===== src/rtl/decoder_scan.sv =====
// Registered SEL_W-to-2^SEL_W one-hot decoder with optional auto-scan (dwell-timed walk, wrap pulse).
// Latency: 1 cycle from select accept (or scan advance) to dout/idx/wrap.
// Backpressure: sel_ready is combinational (rst_n & en & ~mode); selects are refused while disabled or scanning.
//
// Build option: define DECODER_SCAN_EN to build scan mode, the dwell counter and wrap.
// Without it, mode and dwell are ignored, the block is always in direct mode and wrap is tied low.
//
// Ports:
//   clk, rst_n        clock, asynchronous active-low reset
//   en                enable; 0 blanks dout and wrap at the next edge, idx holds
//   mode              0 = direct (decode accepted sel), 1 = scan (walk outputs)
//   sel_valid/ready   select handshake; sel sampled on accept
//   dwell             scan dwell; each output is active for dwell+1 cycles
//   dout, idx, wrap   registered one-hot output, active index, scan wrap pulse
module decoder_scan #(
    parameter int SEL_W   = 3,
    parameter int DWELL_W = 8
) (
    input  logic                  clk,
    input  logic                  rst_n,
    input  logic                  en,
    input  logic                  mode,
    input  logic                  sel_valid,
    output logic                  sel_ready,
    input  logic [SEL_W-1:0]      sel,
    input  logic [DWELL_W-1:0]    dwell,
    output logic [(1<<SEL_W)-1:0] dout,
    output logic [SEL_W-1:0]      idx,
    output logic                  wrap
);

    localparam int N = 1 << SEL_W;

    logic             accept;
    logic [SEL_W-1:0] idx_next;

`ifdef DECODER_SCAN_EN
    logic [DWELL_W-1:0] cnt;
    logic               advance;

    assign sel_ready = rst_n & en & ~mode;
    // dwell is compared live, so lowering it below cnt forces an advance next edge
    assign advance   = mode & (cnt >= dwell);
`else
    logic unused_scan_inputs;

    assign sel_ready          = rst_n & en;
    assign unused_scan_inputs = ^{mode, dwell};
`endif

    assign accept = sel_valid & sel_ready;

    always_comb begin
        idx_next = idx;
        if (accept) begin
            idx_next = sel;
`ifdef DECODER_SCAN_EN
        end else if (advance) begin
            // natural SEL_W-bit overflow gives the modulo-2^SEL_W wrap
            idx_next = idx + SEL_W'(1);
`endif
        end
    end

    always_ff @(posedge clk or negedge rst_n) begin
        if (!rst_n) begin
            idx  <= '0;
            dout <= '0;
        end else if (en) begin
            idx  <= idx_next;
            dout <= N'(1) << idx_next;
        end else begin
            dout <= '0;
        end
    end

`ifdef DECODER_SCAN_EN
    // cnt stays at 0 outside scan mode and while disabled, so entering scan
    // or re-enabling always starts a fresh dwell on the current idx
    always_ff @(posedge clk or negedge rst_n) begin
        if (!rst_n) begin
            cnt  <= '0;
            wrap <= 1'b0;
        end else if (en && mode) begin
            cnt  <= advance ? '0 : cnt + DWELL_W'(1);
            wrap <= advance && (idx == SEL_W'(N - 1));
        end else begin
            cnt  <= '0;
            wrap <= 1'b0;
        end
    end
`else
    assign wrap = 1'b0;
`endif

endmodule

===== config.mk =====
export PLATFORM = sky130hd
export DESIGN_NAME = decoder_scan
export DESIGN_NICKNAME = d
export VERILOG_FILES = /design/src/rtl/decoder_scan.sv
export SDC_FILE = /design/constraint.sdc
export NUM_CORES = 1
export LEC_CHECK = 0
export BUFFER_PORTS_ARGS = -buffer_cell sky130_fd_sc_hd__buf_2
export CORE_AREA = 2 2 39 41
export CTS_BUF_LIST = sky130_fd_sc_hd__clkbuf_4
export DETAILED_ROUTE_END_ITERATION = 16
export DIE_AREA = 0 0 41 43
export GPL_TIMING_DRIVEN = 0
export PLACE_DENSITY_LB_ADDON = 0.15
export SETUP_SLACK_MARGIN = 0.1
export SYNTH_ARGS = -nofsm -noshare
export SYNTH_HDL_FRONTEND = slang
export SYNTH_SLANG_ARGS = --single-unit

===== constraint.sdc =====
create_clock -name clk -period 1.2 [get_ports clk]
set_input_delay 0.24 -clock clk [delete_from_list [all_inputs] [get_ports clk]]
set_output_delay 0.24 -clock clk [all_outputs]
set_load 0.005 [all_outputs]

==> impl_metrics.py <==
metrics = {
    "global_routing": {
        "gr-total-overflow": 0,
        "antenna_found_initial": 0,
        "grt_pass1_vias": 399,
        "grtUsageTotal_pct": 14.31,
        "grt_max_degree": 12,
        "grt_pass1_wl_mm": 1.683,
    },
    "final_layout": {
        "diodes": 0,
        "fillers": 130,
        "final_nets": 83,
        "final_core_util_pct": 47.47,
        "drive_gt1_share_pct": 40.91,
        "instances_no_fill": 82,
        "area_growth_pct": 32.58,
        "design_area_um2": 656.9,
    },
    "worst_setup_path": {
        "crit_arrival_ns": 0.83,
        "end_kind": "output pin",
        "path_cells": "buf_2",
        "criticalPathCategory": "reg2out",
        "reg2regPathDepth": 3,
        "crit_fanout": 4,
        "required_ns": 0.96,
        "cp.depth": 1,
        "start_kind": "register",
        "worst_path_largest_cell_delay_ns": 0.42,
        "cp_top_family": "flip-flops",
        "worst-path-buf-inv": 1,
        "crit_slowest_cell": "dfrtp_1",
    },
    "clock_tree": {
        "cts_tree": "done",
        "cts.path.max_buffers": 2,
        "clk_pin_slew_ns": 0.07,
        "clk_latency_ns": 0.26,
        "post_cts_buffers": 0,
        "h-tree-depth": 1,
        "cts-root-buf": "clkbuf_4",
        "numCtsBuffers": 3,
        "clkSinkCount": 11,
    },
    "floorplanning": {
        "row_count": 14,
        "die_w_um": 41,
        "fp.dieArea_mm2": 0.001763,
        "start_util_pct": 35.80,
        "core_mm2": 0.001384,
        "die_y_um": 43,
        "num_io_pins": 29,
    },
    "timing": {
        "final.setup.tns_ns": 0,
        "hold_viol_final": 0,
        "final_max_slew_viol_count": 0,
        "finalSetupViolations": 0,
        "tightest_slew_ns": 0.4997,
        "skew_ns": 0.002518,
        "fin_crit_ns": 1.067,
        "max_freq_ghz": 0.9371,
        "relSlewSlack_pct": 66.58,
        "rsz0062_at_grt": "true",
        "period_share_pct": 88.93,
    },
    "yosys": {
        "synth_nets": 59,
        "synth_area_leaders": "dfrtp_1, mux2i_1, and2_1",
        "seq_area_frac_synth_pct": 55.56,
        "synth_warnings": 0,
        "synthDistinctLibCells": 19,
        "synth_top_area_share_pct": 55.56,
        "synth_largest_area_cell": "dfrtp_1",
        "postSynthAreaPerCell_um2": 11.52,
        "synth-seq-cells": 11,
        "synth_area_um2": 495.5,
        "synthCells": 43,
    },
    "run_status": {
        "status": "completed",
    },
    "route": {
        "routedWlPerCell_um": 12.26,
        "dr_total_vias": 407,
        "route.detailed.drc": 0,
        "drt_iter0_drc": 6,
        "dr.pass1.iters": 2,
        "antenna_left": 0,
        "routed_wl_mm": 1.005,
        "vias_per_cell": 4.963,
    },
    "placed_design": {
        "globalplace.congestion": 0.7228,
        "placed_area_um2": 605.6,
        "hpwlAfterDp_um": 712.9,
        "place_inst": 77,
        "port_buffers": 18,
    },
    "pwr": {
        "power_mw": 0.8743,
        "powerDensity_mw_per_mm2": 1331,
        "irDropWorstVdd_mv": 0.5593,
        "leakage_nw": 0.3705,
    },
    "worst_hold_path": {
        "hold_path.class": "in2reg",
        "whs_path_depth": 2,
    },
    "run": {
        "maxCapViolations": 0,
    },
}
through the flow:
| stage | hold WS (ns) | worst slack (ns) |
|---|---|---|
| 2_1_floorplan | -0.05559 | 0.2186 |
| 3_3_place_gp | 0.1536 | -0.2459 |
| 3_5_place_dp | 0.1538 | -0.2433 |
| 4_1_cts | 0.2471 | 0.1381 |
| 5_1_grt | 0.2541 | 0.08005 |
| 6_report | 0.2455 | 0.1329 |
flip-flops by register name, indices dropped and copies added, names as in the netlist:
name  flops
dout      8
idx       3
cell usage after synthesis:
library cell and count:
o21ai_0 1, mux2_2 1, and3_1 2, mux2i_1 4, nand3_4 1, nor2_1 2
dfrtp_1 11, a32o_1 1, buf_4 1, or3b_1 1, nor2b_1 1, and4b_1 1
a211oi_1 2, inv_1 4, and2_1 3, nand2_1 4, nand3b_1 1, a32oi_1 1
conb_1 1
cell usage in the layout (no fill, tap or decap):
| cell | instances |
|---|---|
| nor2b_1 | 1 |
| nand3_4 | 1 |
| and3_1 | 2 |
| or3b_1 | 1 |
| clkbuf_4 | 4 |
| a211oi_2 | 1 |
| buf_2 | 17 |
| dlygate4sd3_1 | 1 |
| a211oi_1 | 1 |
| inv_1 | 4 |
| o21ai_0 | 1 |
| a32o_1 | 1 |
| buf_4 | 2 |
| nor2_1 | 2 |
| conb_1 | 1 |
| and4b_1 | 1 |
| a32oi_1 | 1 |
| dfrtp_1 | 11 |
| mux2_2 | 1 |
| nand3b_1 | 1 |
| mux2i_1 | 3 |
| mux2i_2 | 1 |
| nand2_1 | 4 |
| and2_1 | 3 |
worst paths after layout:
path,startpoint,endpoint,slack [ns]
setup / recovery,idx[0],idx[0],0.13
hold / removal,sel[1],idx[1],0.25
setup reg to reg,idx[1],dout[0],0.19
hold reg to reg,idx[2],idx[2],0.57
max in group asynchronous,rst_n,idx[0],0.34
min in group asynchronous,rst_n,dout[6],0.52
cell type report:
type | instances | area, um2 | area share (%)
Sequential cell | 11 | 275.3 | 41.90
Inverter | 4 | 15.01 | 2.286
Buffer | 1 | 7.507 | 1.143
Tap cell | 16 | 20.02 | 3.048
Clock buffer | 4 | 30.03 | 4.571
Multi-Input combinational cell | 27 | 206.4 | 31.43
Timing Repair Buffer | 19 | 102.6 | 15.62
routing by layer:
metal | share of wire, % | global-route usage (%) | wire length (um) | vias to the layer above
met2 | 45 | 20.31 | 452 | 18
met5 | 0 | 0 | 0 | -
li1 | - | - | - | 194
met3 | 7.5 | 3.141 | 75 | 4
met4 | 2.1 | 9.333 | 21 | 0
met1 | 45 | 18.67 | 455 | 191
cell families after synthesis:
family,count (synthesis),share of synthesized area [%]
and+or+nand+nor,16,20.96
DFF,11,55.55
AOI/OAI and AO/OA,5,7.827
muxes,5,10.35
buffers and inverters,5,4.545
other,1,0.7568
worst register-to-register path, stage by stage, from the launching register on:
cell and delay [ns]:
dfrtp_1 0.40, nor2b_1 0.08, a32o_1 0.27, and2_1 0.16
power by group:
part | total [mW] | switching (mW) | internal, mW | leakage, nW
Clock | 0.267 | 0.116 | 0.151 | 0.0184
Sequential | 0.433 | 0.0260 | 0.407 | 0.146
Combinational | 0.174 | 0.0904 | 0.0837 | 0.206
timing repair:
item | 4_1_cts | 5_1_grt
hold buffers | 1 | 0
hold endpoints to repair | 11 | 0
resized for setup | 2 | 1
setup endpoints to repair | 2 | 3
Power figures use the tool's default switching activity.
